<file path="src/rtl/eth_mdio_master.sv">
// MDIO/SMI management master: Clause 22 and Clause 45 frames with an internally divided MDC,
// optional preamble, read turnaround checking and a valid/ready request/response interface.
module eth_mdio_master #(
  parameter int CLK_DIV = 10,
  parameter int PRE_LEN = 32
) (
  input  logic        Clk,
  input  logic        Rst_n,
  output logic        MDC,
  output logic        MDIO_O,
  output logic        MDIO_OE,
  input  logic        MDIO_I,
  input  logic        Req_Valid,
  output logic        Req_Ready,
  input  logic        Req_Cl45,
  input  logic [1:0]  Req_Op,
  input  logic [4:0]  Req_Phy_Addr,
  input  logic [4:0]  Req_Dev_Addr,
  input  logic [15:0] Req_Data,
  input  logic        Req_No_Pre,
  output logic        Busy,
  output logic        Rsp_Valid,
  output logic [15:0] Rsp_Data,
  output logic        Rsp_Err
);

  typedef enum logic [2:0] {IDLE, PRE, ST_OP, ADDR, TA, DATA, END} state_t;

  localparam logic [7:0] DIV_LAST = 8'(CLK_DIV - 1);
  localparam logic [5:0] PRE_LAST = 6'(PRE_LEN - 1);

  state_t      r_state, w_state_nxt;
  logic [7:0]  r_div, w_div_nxt;
  logic        r_half, w_half_nxt;
  logic [5:0]  r_bit, w_bit_nxt;
  logic [31:0] r_sreg, w_sreg_nxt;
  logic        r_read, w_read_nxt;
  logic        r_mdc, w_mdc_nxt;
  logic        r_mdo, w_mdo_nxt;
  logic        r_oe, w_oe_nxt;
  logic        r_ready, w_ready_nxt;
  logic        r_busy, w_busy_nxt;
  logic        r_rsp_valid, w_rsp_valid_nxt;
  logic [15:0] r_rsp_data, w_rsp_data_nxt;
  logic        r_rsp_err, w_rsp_err_nxt;
  logic [15:0] r_rdata, w_rdata_nxt;
  logic        r_ta_err, w_ta_err_nxt;
  logic        r_mdi_s1, r_mdi_s2;
  logic        w_accept, w_illegal, w_half_end, w_emit;
  logic [31:0] w_frame;

  assign w_accept   = Req_Valid && r_ready;
  assign w_illegal  = !Req_Cl45 && ((Req_Op == 2'b00) || (Req_Op == 2'b11));
  assign w_half_end = (r_div == DIV_LAST);
  // Everything after the preamble, MSB first; TA is 10 for frames we drive.
  assign w_frame    = {(Req_Cl45 ? 2'b00 : 2'b01), Req_Op, Req_Phy_Addr, Req_Dev_Addr,
                       2'b10, Req_Data};

  // Next-state and next-output logic for the frame sequencer.
  always_comb begin
    w_state_nxt     = r_state;
    w_div_nxt       = r_div;
    w_half_nxt      = r_half;
    w_bit_nxt       = r_bit;
    w_sreg_nxt      = r_sreg;
    w_read_nxt      = r_read;
    w_mdc_nxt       = r_mdc;
    w_mdo_nxt       = r_mdo;
    w_oe_nxt        = r_oe;
    w_ready_nxt     = r_ready;
    w_busy_nxt      = r_busy;
    w_rsp_valid_nxt = 1'b0;
    w_rsp_data_nxt  = r_rsp_data;
    w_rsp_err_nxt   = r_rsp_err;
    w_rdata_nxt     = r_rdata;
    w_ta_err_nxt    = r_ta_err;
    w_emit          = 1'b0;
    case (r_state)
      IDLE: begin
        if (w_accept && w_illegal) begin
          w_rsp_valid_nxt = 1'b1;
          w_rsp_err_nxt   = 1'b1;
          w_rsp_data_nxt  = 16'h0000;
        end else if (w_accept) begin
          w_read_nxt   = Req_Op[1];
          w_ready_nxt  = 1'b0;
          w_busy_nxt   = 1'b1;
          w_div_nxt    = 8'd0;
          w_half_nxt   = 1'b0;
          w_bit_nxt    = 6'd0;
          w_mdc_nxt    = 1'b0;
          w_oe_nxt     = 1'b1;
          w_rdata_nxt  = 16'h0000;
          w_ta_err_nxt = 1'b0;
          if (Req_No_Pre) begin
            w_state_nxt = ST_OP;
            w_mdo_nxt   = w_frame[31];
            w_sreg_nxt  = {w_frame[30:0], 1'b0};
          end else begin
            w_state_nxt = PRE;
            w_mdo_nxt   = 1'b1;
            w_sreg_nxt  = w_frame;
          end
        end else begin
          w_mdc_nxt = 1'b0;
        end
      end
      PRE, ST_OP, ADDR, TA, DATA, END: begin
        if (!w_half_end) begin
          w_div_nxt = r_div + 8'd1;
        end else if (!r_half) begin
          w_div_nxt  = 8'd0;
          w_half_nxt = 1'b1;
          w_mdc_nxt  = (r_state != END);
        end else begin
          // Bit boundary: r_mdi_s2 here is the sample from the last MDC-high cycle.
          w_div_nxt  = 8'd0;
          w_half_nxt = 1'b0;
          w_mdc_nxt  = 1'b0;
          w_bit_nxt  = r_bit + 6'd1;
          case (r_state)
            PRE: begin
              if (r_bit == PRE_LAST) begin
                w_state_nxt = ST_OP;
                w_bit_nxt   = 6'd0;
                w_emit      = 1'b1;
              end else begin
                w_mdo_nxt = 1'b1;
              end
            end
            ST_OP: begin
              w_emit = 1'b1;
              if (r_bit == 6'd3) begin
                w_state_nxt = ADDR;
                w_bit_nxt   = 6'd0;
              end else begin
                w_state_nxt = ST_OP;
              end
            end
            ADDR: begin
              w_emit = 1'b1;
              if (r_bit == 6'd9) begin
                w_state_nxt = TA;
                w_bit_nxt   = 6'd0;
                w_oe_nxt    = !r_read;
              end else begin
                w_state_nxt = ADDR;
              end
            end
            TA: begin
              w_emit = 1'b1;
              if (r_bit == 6'd1) begin
                w_state_nxt  = DATA;
                w_bit_nxt    = 6'd0;
                w_ta_err_nxt = r_read && r_mdi_s2;
              end else begin
                w_state_nxt = TA;
              end
            end
            DATA: begin
              if (r_read) begin
                w_rdata_nxt = {r_rdata[14:0], r_mdi_s2};
              end else begin
                w_rdata_nxt = r_rdata;
              end
              if (r_bit == 6'd15) begin
                w_state_nxt = END;
                w_bit_nxt   = 6'd0;
                w_oe_nxt    = 1'b0;
                w_mdo_nxt   = 1'b0;
              end else begin
                w_emit = 1'b1;
              end
            end
            END: begin
              w_state_nxt     = IDLE;
              w_bit_nxt       = 6'd0;
              w_busy_nxt      = 1'b0;
              w_ready_nxt     = 1'b1;
              w_rsp_valid_nxt = 1'b1;
              w_rsp_data_nxt  = r_read ? r_rdata : 16'h0000;
              w_rsp_err_nxt   = r_read && r_ta_err;
            end
            default: w_state_nxt = IDLE;
          endcase
        end
      end
      default: w_state_nxt = IDLE;
    endcase
    if (w_emit) begin
      w_mdo_nxt  = w_oe_nxt && r_sreg[31];
      w_sreg_nxt = {r_sreg[30:0], 1'b0};
    end else begin
      w_sreg_nxt = w_sreg_nxt;
    end
  end

  // State and registered outputs.
  always_ff @(posedge Clk or negedge Rst_n) begin
    if (!Rst_n) begin
      r_state     <= IDLE;
      r_div       <= 8'd0;
      r_half      <= 1'b0;
      r_bit       <= 6'd0;
      r_sreg      <= 32'd0;
      r_read      <= 1'b0;
      r_mdc       <= 1'b0;
      r_mdo       <= 1'b0;
      r_oe        <= 1'b0;
      r_ready     <= 1'b1;
      r_busy      <= 1'b0;
      r_rsp_valid <= 1'b0;
      r_rsp_data  <= 16'h0000;
      r_rsp_err   <= 1'b0;
      r_rdata     <= 16'h0000;
      r_ta_err    <= 1'b0;
    end else begin
      r_state     <= w_state_nxt;
      r_div       <= w_div_nxt;
      r_half      <= w_half_nxt;
      r_bit       <= w_bit_nxt;
      r_sreg      <= w_sreg_nxt;
      r_read      <= w_read_nxt;
      r_mdc       <= w_mdc_nxt;
      r_mdo       <= w_mdo_nxt;
      r_oe        <= w_oe_nxt;
      r_ready     <= w_ready_nxt;
      r_busy      <= w_busy_nxt;
      r_rsp_valid <= w_rsp_valid_nxt;
      r_rsp_data  <= w_rsp_data_nxt;
      r_rsp_err   <= w_rsp_err_nxt;
      r_rdata     <= w_rdata_nxt;
      r_ta_err    <= w_ta_err_nxt;
    end
  end

  // Two-flop synchroniser for the asynchronous MDIO input.
  always_ff @(posedge Clk or negedge Rst_n) begin
    if (!Rst_n) begin
      r_mdi_s1 <= 1'b1;
      r_mdi_s2 <= 1'b1;
    end else begin
      r_mdi_s1 <= MDIO_I;
      r_mdi_s2 <= r_mdi_s1;
    end
  end

  assign MDC       = r_mdc;
  assign MDIO_O    = r_mdo;
  assign MDIO_OE   = r_oe;
  assign Req_Ready = r_ready;
  assign Busy      = r_busy;
  assign Rsp_Valid = r_rsp_valid;
  assign Rsp_Data  = r_rsp_data;
  assign Rsp_Err   = r_rsp_err;

endmodule

</file>
<file path="config.mk">
export PLATFORM = sky130hd
export DESIGN_NAME = eth_mdio_master
export DESIGN_NICKNAME = d
export VERILOG_FILES = /design/src/rtl/eth_mdio_master.sv
export SDC_FILE = /design/constraint.sdc
export NUM_CORES = 1
export LEC_CHECK = 0
export BUFFER_PORTS_ARGS = -buffer_cell sky130_fd_sc_hd__buf_2
export CELL_PAD_IN_SITES_DETAIL_PLACEMENT = 0
export CELL_PAD_IN_SITES_GLOBAL_PLACEMENT = 1
export CORE_ASPECT_RATIO = 0.7
export CORE_MARGIN = 4
export CORE_UTILIZATION = 41
export CTS_BUF_LIST = sky130_fd_sc_hd__clkbuf_16
export CTS_CLUSTER_SIZE = 25
export DETAILED_ROUTE_END_ITERATION = 6
export PLACE_DENSITY = 0.73
export SLEW_MARGIN = 20
export SYNTH_ARGS = -nofsm -noshare
export SYNTH_HDL_FRONTEND = slang
export SYNTH_SLANG_ARGS = --single-unit
</file>
<file path="constraint.sdc">
create_clock -name Clk -period 2.3 [get_ports Clk]
set_clock_uncertainty 0.15 [all_clocks]
set_input_delay 0.115 -clock Clk [delete_from_list [all_inputs] [get_ports Clk]]
set_output_delay 0.115 -clock Clk [all_outputs]
set_load 0.02 [all_outputs]
</file>
-- Yosys cells after proc, flatten, opt, wreduce, memory -nomap -nowiden
Cells that the tools add are included.
Widths: inputs -> output; s select.
- register bits after elaboration: 93
- input port bits: 34
- output and inout port bits: 23
- $add $sub $neg: 2
- eq/ne operators: 34
- muxes and demuxes: 104
- bitwise logic cells: 1
- reduce and logical (&&, ||, !) cells: 29
- operators by type and width (cell ; count):
    $mux 16 ; 11
    $mux 32 ; 5
    $pmux 16 s2 ; 2
    $mux 6 ; 9
    $mux 1 ; 49
    $pmux 6 s6 ; 1
    $mux 8 ; 3
    $ne 2x2->1 const B ; 11
    $pmux 1 s2 ; 11
    $mux 3 ; 7
    $ne 3x3->1 const B ; 7
    $pmux 8 s2 ; 1
    $pmux 3 s5 ; 1
    $reduce_and 7->1 ; 2
    $eq 6x4->1 const B ; 2
    $ne 4x4->1 const B ; 3
    $pmux 6 s2 ; 1
    $reduce_and 3->1 ; 4
    $reduce_and 6->1 ; 2
    $reduce_and 5->1 ; 2
    $eq 3x3->1 const B ; 3
    $add 8x1->8 const B ; 1
    $eq 8x4->1 const B ; 1
    $reduce_and 8->1 ; 1
    21 further kinds ; 30

-- Logic depth before layout (Yosys ltp)
Gate-level depths: netlist of the first run.
- word-level depth: 8
- mapped depth: 10
- mapped depth without buffers: 8

-- Worst setup path after synthesis of the first run
OpenSTA, ideal clock, no wires.
- path type: register -> register
- start point: reg r_bit[0]
- end point: reg r_sreg[31]
- setup time: 0.124 ns
- arrival: 1.941 ns
- setup slack: 0.085 ns
- stages on the path, launching flop included: 10
- buffers on the path: 2
- period minus slack after synthesis: 2.215 ns
- cells stage by stage: dfrtp_1 > ha_1 > and4b_1 > buf_2 > and4_4 > a2111oi_4 > nor3_4 > buf_6 > a211oi_2 > a21oi_1
- word-level cells in the longest chain between the ends: 8
- elaborated cells between the ends (all ways): 13
- classes of those cells: 3 x eq/ne; 7 x mux; 3 x reduce/logical
- RTL lines (what ; RTL line ; text):
    from (decl) ; 35 ; logic [5:0] r_bit, w_bit_nxt;
    from (signal assigned) ; 221 ; r_bit <= w_bit_nxt;
    $eq 6x4->1 or $eq 6x5->1 (tied branches) ; 166, 123 ;
    $mux 1 (on tied branches) ; 166, 123 ;
    $pmux 1 s3 (*) ; 121 ; case (r_state)
    $mux 1 (*) ; 111 ; end else if (!r_half) begin
    $mux 1 (*) ; 109 ; if (!w_half_end) begin
    $mux 1 (*) ; 78 ; case (r_state)
    $ne 2x2->1 (no source line) or $reduce_bool 2->1 (tied branches) ; -- ;
    $reduce_and 3->1 (no source line) ; -- ;
    to (signal assigned) ; 222 ; r_sreg <= w_sreg_nxt;
    to (decl) ; 36 ; logic [31:0] r_sreg, w_sreg_nxt;
Every way passes the cells marked *; elsewhere a longest branch is shown, timed or not.
A chain may end at the register's enable or synchronous reset.

-- Worst setup path in the final report of the first run
- start point: reg r_bit[1]
- end point: reg r_sreg[15]
Same word-level chain as after synthesis.

==> run_results.csv, run 1 <==
group,metric,value,unit
sta,layout_setup_ws,0.0491,ns
yosys,yosysSeqAreaShare,47.2,%
cts,root_buffer,"clkbuf_16",
die,rows,33,
critical_path,path_cells,"ha_2, and4b_2, nor3_2, a2111oi_4, nor3_4, buf_12, clkbuf_16, a21oi_1, o21ai_0",
cts,cts_tree,"done",
power,leakage,0.00267,uW
cts,cts_buffer_depth,2,
yosys,yosysWarnings,0,
die,start_util,42.1,%
sta,drv_slew,0,
die,io_pins,57,
yosys,synth_seq_cells,93,
flow_run,cap_violations,0,
route,routed-wl-met3,676,um
sta,relSlewSlack,56.6,%
final_layout,drive_gt1_share,24.1,%
yosys,synth_edf_count,0,
global_route,overflow,0,
critical_path,crit_fanout,24,
route,drtAntennaViolNets,0,
yosys,synth_top_area_cell,"dfrtp_1",
placement,port_buffers,56,
sta,finalSetupViolCount,0,
global_route,grt_max_degree,67,
sta,fin_tns_setup,0,ns
critical_path,crit_family,"compound AO/OA/AOI/OAI gates",
route,drt_first_pass_iters,4,
yosys,syn-num-nets,581,
yosys,synth_top_cells_by_count,"dfrtp_1, nand2_1, o21ai_0",
critical_path,cp-end-kind,"register",
placement,post-place-ws,0.00167,ns
global_route,first_global_vias,3882,
global_route,antenna_found_initial,0,
yosys,synth.area.top_cells,"dfrtp_1, nand2_1, mux2i_1",
critical_path,cp_data_required_time,2.37,ns
yosys,yosysMostFrequentCell,"dfrtp_1",
global_route,grt_pass1_wl,19.1,mm
cts,ctsHtreeMaxLevel,3,
placement,dp.final_hpwl,8.30,mm
cts,cts_num_sinks,93,
yosys,avgSynthCellArea,9.13,um2
status,status,"completed",
critical_path,crit_buf_inv,2,
power,power,3240,uW
power,irDropWorstVdd,0.000416,V
yosys,yosys.area.top_type_share,45.6,%
die,core-area,11700,um2
sta,fin_crit,2.25,ns
critical_path,crit_arrival,2.32,ns
sta,worst_pin_slew,0.651,ns
cts,cts_made_buffers,9,
route,drt-initial-drc-count,285,
die,die_area,13900,um2
yosys,synth_ff_type,"dfrtp_1",
yosys,syn_area,4940,um2
sta,hold-worst-slack,0.0549,ns
final_layout,stdcell_count,783,
route,wl_met1,5.85,mm
final_layout,fin_nets,661,
critical_path,critPathSlowestCell,"a2111oi_4",
sta,final-hold-violation-count,0,
route,post_drt_wl_per_cell,15.0,um
power,powerDensity,536,nW/um2
sta,fin_crit_sh,97.9,%
die,die_h,99.8,um
critical_path,critical_path.max_stage_delay,0.42,ns
sta,fmax,0.444,GHz
final_layout,diodes,0,
global_route,grt_use_total,16.6,%
cts,path_clk_slew,0.07,ns
route,highest_layer,"met4",
placement,gp_congestion,0.894,
route,route.detailed.drc,0,
critical_path,critPathLaunchType,"register",
critical_path,critical_path_class,"reg -> reg",
yosys,synth_cell_type_count,54,
cts,clkLatencyLatePin,0.34,ns
route,route.vias.total,4136,
placement,dp_cells,758,
worst_hold_path,hp-class,"in -> reg",
yosys,async_flop_share,100,%
die,chipWidth,139,um
route,via_per_inst,5.28,
sta,rsz0062_at_grt,"yes",
route,dr_wl_met2,5.20,mm
final_layout,syn2layout_area_growth,22.3,%
route,wirelength,11.8,mm
yosys,synthCells,541,
## cells in the final DEF (no fill, tap or decap), types with 6 or more instances in the layout
cell       instances
dfrtp_1           90
nand2_1           85
buf_2             55
nor2_1            50
a21oi_1           46
o21ai_0           44
buf_4             41
mux2i_1           28
a22o_1            17
o21ai_1           15
inv_1             11
clkbuf_16         11
nand4_1            9
xor2_1             8
nand3_1            8
nor3_1             6
o22ai_1            6
## cell families (layout without fill, tap and decap cells)
family,count (synthesis),after routing,synth area share [%]
AND/OR/NAND/NOR,194,194,18.5
AO/OA/AOI/OAI,157,157,19.7
flip-flops,93,93,47.2
adder cells (fa/ha/maj),6,6,1.52
buffers and inverters,52,137,5.32
multiplexers,31,31,6.36
XOR/XNOR,8,8,1.42
## cell type report
cell class	instances	area, um2
flip-flops and latches	93	2330
inverters	13	48.8
clock inverters	7	75.1
repair buffers	108	783
multi-input cells	396	2380
clock buffers	9	225
well taps	157	196
fillers	1129	5680
## routing by layer
metal	track usage, %	vias to the layer above
met4	3.16	0
met2	24.7	97
li1	-	2070
met1	24.6	1965
met5	0	-
met3	4.38	4
## registers in the layout, indices dropped and copies added (netlist names), 3 cells and up
signal	cells
r_div	8
r_bit	6
r_sreg	32
Rsp_Data	16
r_state	3
r_rdata	16
## report_power, final
group / internal [uW] / switching [uW] / total [uW]
clock network: 771 / 695 / 1470
registers: 1640 / 0.751 / 1640
logic: 58.2 / 76.7 / 135
## worst paths after layout
kind                                       from                      to  slack (ns)  cells after the start
max                        r_bit[1]$_DFFE_PN0P_  r_sreg[15]$_DFFE_PN0P_        0.05                      9
min                                    Req_Cl45  r_sreg[31]$_DFFE_PN0P_        0.05                      4
max reg2reg                r_bit[1]$_DFFE_PN0P_  r_sreg[15]$_DFFE_PN0P_        0.05                      9
min reg2reg                  r_mdi_s1$_DFF_PN1_      r_mdi_s2$_DFF_PN1_        0.21                      0
max in group asynchronous                 Rst_n      r_mdi_s1$_DFF_PN1_        1.18                      3
min in group asynchronous                 Rst_n    r_div[4]$_DFFE_PN0P_        0.11                      2
## timing repair
action                                  CTS  global route
hold endpoints to repair                 81             0
hold buffers                              5             0
setup buffers                             0             2
endpoints found under the setup margin    4            24
gates cloned                              0             2
gates resized for setup                   1            20
pin swaps                                 0             4
## worst reg2reg max path, delay by kind of cell, from the launching register on
family	cells	cell delay, ns
compound gates	3	0.63
fa+ha+maj	1	0.21
buf+inv	2	0.32
flops	1	0.38
simple gates	3	0.45
## per-stage QoR
stage          utilization (%)  instance area (um2)
2_1_floorplan                -                 4940
3_3_place_gp              47.6                 5580
3_5_place_dp              47.6                 5580
4_1_cts                   50.6                 5930
5_1_grt                   51.5                 6040
6_report                  51.5                 6040
Note: power is estimated with default switching activity, not from simulation.
==> run 2: changes to the inputs <==
- PLACE_DENSITY: 0.73 -> 0.84
==> run_results.csv, run 2 (synthesis gave the netlist of run 1 again) <==
group,metric,value,unit
status,status,"completed",
global_route,overflow,0,
route,route.detailed.drc,0,
critical_path,critPathLaunchType,"register",
route,via_per_inst,5.40,
sta,worst_pin_slew,0.680,ns
sta,rsz0062_at_grt,"yes",
route,post_drt_wl_per_cell,15.2,um
die,chipWidth,139,um
critical_path,crit_arrival,2.33,ns
power,power_frac_seq,49.8,%
critical_path,critPathSlowestCell,"or4_1",
placement,gp_congestion,0.923,
cts,clkLatencyLatePin,0.34,ns
critical_path,r2r-start,"r_div[1]$_DFFE_PN0P_",
sta,relSlewSlack,54.6,%
power,clkPwrFrac,46.1,%
global_route,first_global_vias,4138,
final_layout,fin_nets,670,
sta,fin_crit,2.21,ns
route,drt_first_pass_iters,5,
flow_run,cap_violations,0,
cts,cts_made_buffers,9,
sta,final-hold-violation-count,0,
die,core-area,11700,um2
final_layout,fin_util,51.7,%
cts,path_clk_slew,0.07,ns
cts,cts_buffer_depth,2,
critical_path,rrSetupSlack,0.09,ns
sta,fmax,0.452,GHz
critical_path,crit_buf_inv,2,
power,leakage,0.00271,uW
sta,fin_tns_setup,0,ns
placement,post-place-ws,-0.157,ns
die,die_h,99.8,um
die,rows,33,
cts,cts_num_sinks,93,
power,combPwrFrac,4.1,%
cts,cts_tree,"done",
final_layout,largest_reg_flops,32,
route,routed-wl-met3,751,um
global_route,antenna_found_initial,0,
power,power,3290,uW
sta,finalSetupViolCount,0,
worst_hold_path,min_from,"Req_Data[0]",
final_layout,most-common-layout-cells,"dfrtp_1, nand2_1, buf_2",
global_route,grt_max_degree,43,
critical_path,cp-end-kind,"register",
worst_hold_path,worstHoldPathCells,4,
final_layout,top_register,"r_sreg",
route,highest_layer,"met4",
critical_path,critical_path.max_stage_delay,0.42,ns
route,drt-initial-drc-count,375,
final_layout,final_common_cell,"dfrtp_1",
final_layout,drive_gt1_share,24.9,%
die,start_util,42.1,%
power,p_switching,740,uW
critical_path,critical_path_class,"reg -> reg",
route,dr_wl_met2,5.21,mm
global_route,grt_use_total,17.9,%
worst_hold_path,holdPathEnd,"r_sreg[0]$_DFFE_PN0P_",
global_route,grt_pass1_wl,20.4,mm
sta,drv_slew,0,
critical_path,regToRegEndpoint,"MDIO_O$_DFFE_PN0P_",
power,powerDensity,542,nW/um2
power,p_sw_share,22.5,%
power,p_int,2550,uW
critical_path,cp_data_required_time,2.41,ns
placement,port_buffers,56,
critical_path,r2r_cells,9,
route,drtAntennaViolNets,0,
critical_path,crit_fanout,4,
sta,fin_crit_sh,96.3,%
critical_path,crit_family,"simple AND/OR/NAND/NOR gates",
power,irDropWorstVdd,0.000362,V
worst_hold_path,hp-class,"in -> reg",
route,route.vias.total,4276,
die,die_area,13900,um2
sta,layout_setup_ws,0.0855,ns
die,io_pins,57,
final_layout,diodes,0,
cts,ctsHtreeMaxLevel,3,
cts,root_buffer,"clkbuf_16",
critical_path,path_cells,"inv_1, ha_1, and4bb_2, nand3_2, buf_4, or4_1, nand3_1, a31oi_1, mux2i_1",
route,wl_met1,5.97,mm
route,wirelength,12.1,mm
placement,dp.final_hpwl,8.77,mm
sta,hold-worst-slack,0.0461,ns
final_layout,syn2layout_area_growth,22.8,%
run 2: what timing repair did:
action / CTS / global route
hold endpoints to repair: 73 / 0
buffers inserted: 3 / 0
hold buffers: 3 / 0
pin swaps: 1 / 4
setup endpoints to repair: 29 / 42
gates resized for setup: 1 / 11
run 2: tightest hold or removal path, cell delays in order:
cell and delay (ns):
buf_2 0.11, nor3b_1 0.13, a21oi_1 0.11, nor2_1 0.05
run 2: final cells by class:
class,instances,area [um2]
Clock buffer,9,225
Clock inverter,7,78.8
Fill cell,1130,5660
Inverter,13,48.8
Multi-Input combinational cell,396,2370
Sequential cell,93,2330
Tap cell,157,196
Timing Repair Buffer,117,815
run 2: worst max-delay path by stage:
stage / cells past startpoint / endpoint / slack [ns] / start
final: 9 / MDIO_O$_DFFE_PN0P_ / 0.09 / r_div[1]$_DFFE_PN0P_
after global routing: 9 / r_bit[3]$_DFFE_PN0P_ / -0.04 / r_div[1]$_DFFE_PN0P_
after CTS: 7 / r_sreg[6]$_DFFE_PN0P_ / 0.03 / Req_Ready$_DFFE_PN1P_
after detailed placement: 7 / r_sreg[3]$_DFFE_PN0P_ / -0.16 / r_div[1]$_DFFE_PN0P_
after global placement: 7 / r_sreg[10]$_DFFE_PN0P_ / -0.05 / r_div[1]$_DFFE_PN0P_
after floorplan: 9 / r_sreg[31]$_DFFE_PN0P_ / 0.09 / r_bit[0]$_DFFE_PN0P_
run 2: routing by layer:
layer | global-route usage (%) | vias to the layer above
met4 | 3.98 | 0
met2 | 26.9 | 125
met1 | 26.1 | 2044
li1 | - | 2090
met3 | 4.86 | 17
met5 | 0 | -
run 2: power groups by stage:
stage          Clock (uW)  Combinational [uW]  Sequential [uW]
2_1_floorplan           0                48.1             1670
3_3_place_gp            0                 131             1670
3_5_place_dp            0                 134             1670
4_1_cts              1560                 139             1640
5_1_grt              1620                 153             1640
6_report             1520                 135             1640
run 2: metrics by stage:
step / std cells / instance area, um2
floorplan: 541 / 4940
global placement: 770 / 5680
detailed placement: 770 / 5680
CTS: 792 / 6040
global route: 792 / 6070
finish: 792 / 6070
==> run 3: changes to the inputs <==
- CELL_PAD_IN_SITES_DETAIL_PLACEMENT: 0 -> default
- CELL_PAD_IN_SITES_GLOBAL_PLACEMENT: 1 -> default
- CORE_UTILIZATION: 41 -> 50
- PLACE_DENSITY: 0.84 -> 0.82
==> run_results.csv, run 3 (synthesis gave the netlist of run 1 again) <==
group,metric,value,unit
status,status,"completed",
global_route,grt.busiest_layer,"met2",
critical_path,crit_fanout,9,
route,route.detailed.drc,0,
power,powerDensity,544,nW/um2
placement,gp_congestion,0.959,
final_layout,top_register,"r_sreg",
critical_path,crit_arrival,2.38,ns
die,die_h,91.2,um
final_layout,final_common_cell,"dfrtp_1",
placement,dp_cells,722,
global_route,grt_use_total,22.3,%
route,drtAntennaViolNets,0,
final_layout,finalInstanceArea,6090,um2
worst_hold_path,worstHoldPathCells,5,
sta,finalSetupViolCount,0,
global_route,overflow,0,
route,wirelength,12.6,mm
die,rows,30,
die,die_area,11600,um2
route,via_per_inst,5.84,
flow_run,cap_violations,0,
final_layout,stdcell_count,754,
global_route,use_met3,6.70,%
critical_path,cp_data_required_time,2.40,ns
final_layout,drive_gt1_share,24.8,%
critical_path,critical_path.max_stage_delay,0.42,ns
sta,fin_tns_setup,0,ns
critical_path,rrSetupSlack,0.02,ns
global_route,grt_pass1_wl,20.8,mm
placement,port_buffers,56,
route,drt_first_pass_iters,7,
cts,cts_num_sinks,93,
sta,worst_pin_slew,0.692,ns
critical_path,critPathLaunchType,"register",
global_route,first_global_vias,4164,
cts,root_buffer,"clkbuf_16",
critical_path,regToRegEndpoint,"r_sreg[16]$_DFFE_PN0P_",
critical_path,cp-end-kind,"register",
placement,dp.final_hpwl,8.35,mm
sta,fin_crit,2.28,ns
sta,fin_crit_sh,99.3,%
cts,cts_tree,"done",
sta,relSlewSlack,53.9,%
worst_hold_path,holdPathEnd,"r_sreg[23]$_DFFE_PN0P_",
critical_path,critical_path_class,"reg -> reg",
worst_hold_path,hp-class,"in -> reg",
final_layout,syn2layout_area_growth,23.2,%
critical_path,critPathSlowestCell,"dfrtp_1",
cts,cts_buffer_depth,2,
global_route,antenna_found_initial,0,
global_route,grt_use_met2,33.6,%
cts,path_clk_slew,0.07,ns
route,route.vias.total,4400,
final_layout,num-fill-cells,756,
global_route,use_met1,31.6,%
global_route,grt_max_degree,65,
route,drt-initial-drc-count,421,
power,irDropWorstVdd,0.000497,V
cts,clkLatencyLatePin,0.35,ns
placement,dpl_cell_area,5530,um2
final_layout,diodes,0,
cts,ctsHtreeMaxLevel,3,
final_layout,most-common-layout-cells,"dfrtp_1, nand2_1, buf_2",
die,chipWidth,127,um
die,io_pins,57,
sta,hold-worst-slack,0.0143,ns
power,leakage,0.00268,uW
sta,drv_slew,0,
final_layout,largest_reg_flops,32,
final_layout,fin_nets,661,
cts,cts_made_buffers,9,
worst_hold_path,min_from,"Req_Phy_Addr[0]",
critical_path,path_cells,"inv_2, ha_4, and4bb_2, nand3_2, buf_6, nor3_4, buf_12, mux2_2",
die,core-area,9650,um2
sta,final-hold-violation-count,0,
route,post_drt_wl_per_cell,16.8,um
die,start_util,51.2,%
critical_path,r2r_cells,8,
critical_path,r2r-start,"r_div[1]$_DFFE_PN0P_",
sta,fmax,0.438,GHz
==> run 3: metrics by stage <==
stage          total power [uW]  utilization (%)  setup slack (ns)
6_report                   3310             63.1            0.0161
3_5_place_dp               1800             57.3           -0.0107
5_1_grt                    3430             63.1           -0.0491
2_1_floorplan              1720                -            0.0851
3_3_place_gp               1800             57.3             0.111
4_1_cts                    3340             61.6           -0.0115
==> run 3: cell type report <==
class,count,area (um2),area share (%)
Inverter,13,48.8,0.802
Timing Repair Buffer,108,826,13.6
Clock inverter,7,80.1,1.32
Multi-Input combinational cell,396,2410,39.7
Tap cell,128,160,2.63
Clock buffer,9,225,3.70
Sequential cell,93,2330,38.3
==> run 3: power breakdown <==
group / internal, uW / leakage, uW / total, uW / switching (uW)
registers: 1640 / 0.00102 / 1640 / 0.747
clock network: 856 / 0.000143 / 1530 / 678
logic: 58.3 / 0.00152 / 138 / 79.5
==> run 3: worst max-delay path by stage <==
stage                              start                     end  slack (ns)  cells past startpoint
floorplan           r_bit[0]$_DFFE_PN0P_  r_sreg[31]$_DFFE_PN0P_        0.09                      9
finish              r_div[1]$_DFFE_PN0P_  r_sreg[16]$_DFFE_PN0P_        0.02                      8
global route        r_bit[0]$_DFFE_PN0P_   r_sreg[9]$_DFFE_PN0P_       -0.05                      8
detailed placement  r_div[1]$_DFFE_PN0P_  r_sreg[16]$_DFFE_PN0P_       -0.01                      8
CTS                 r_div[1]$_DFFE_PN0P_    r_bit[3]$_DFFE_PN0P_       -0.01                      9
global placement    r_bit[0]$_DFFE_PN0P_  r_sreg[12]$_DFFE_PN0P_        0.11                      9
==> run 3: worst max-delay path, delay by kind of cell, from the launching register on <==
kind | cells | cell delay (ns)
simple gates | 3 | 0.69
fa+ha+maj | 1 | 0.13
buf+inv | 3 | 0.46
mux | 1 | 0.33
flops | 1 | 0.42
==> run 3: routing by layer <==
| layer | wire length (um) | part of all wire [%] | up-vias |
|---|---|---|---|
| met3 | 951 | 7.5 | 24 |
| met5 | 0 | 0 | - |
| li1 | - | - | 2074 |
| met2 | 5730 | 45 | 186 |
| met4 | 265 | 2.1 | 0 |
| met1 | 5700 | 45 | 2116 |
==> run 3: timing repair <==
item	4_1_cts	5_1_grt
gates cloned	1	2
buffers inserted	2	6
pin swaps	1	7
gates resized for setup	3	24
hold endpoints to repair	94	0
setup endpoints to repair	18	77
hold buffers	5	0
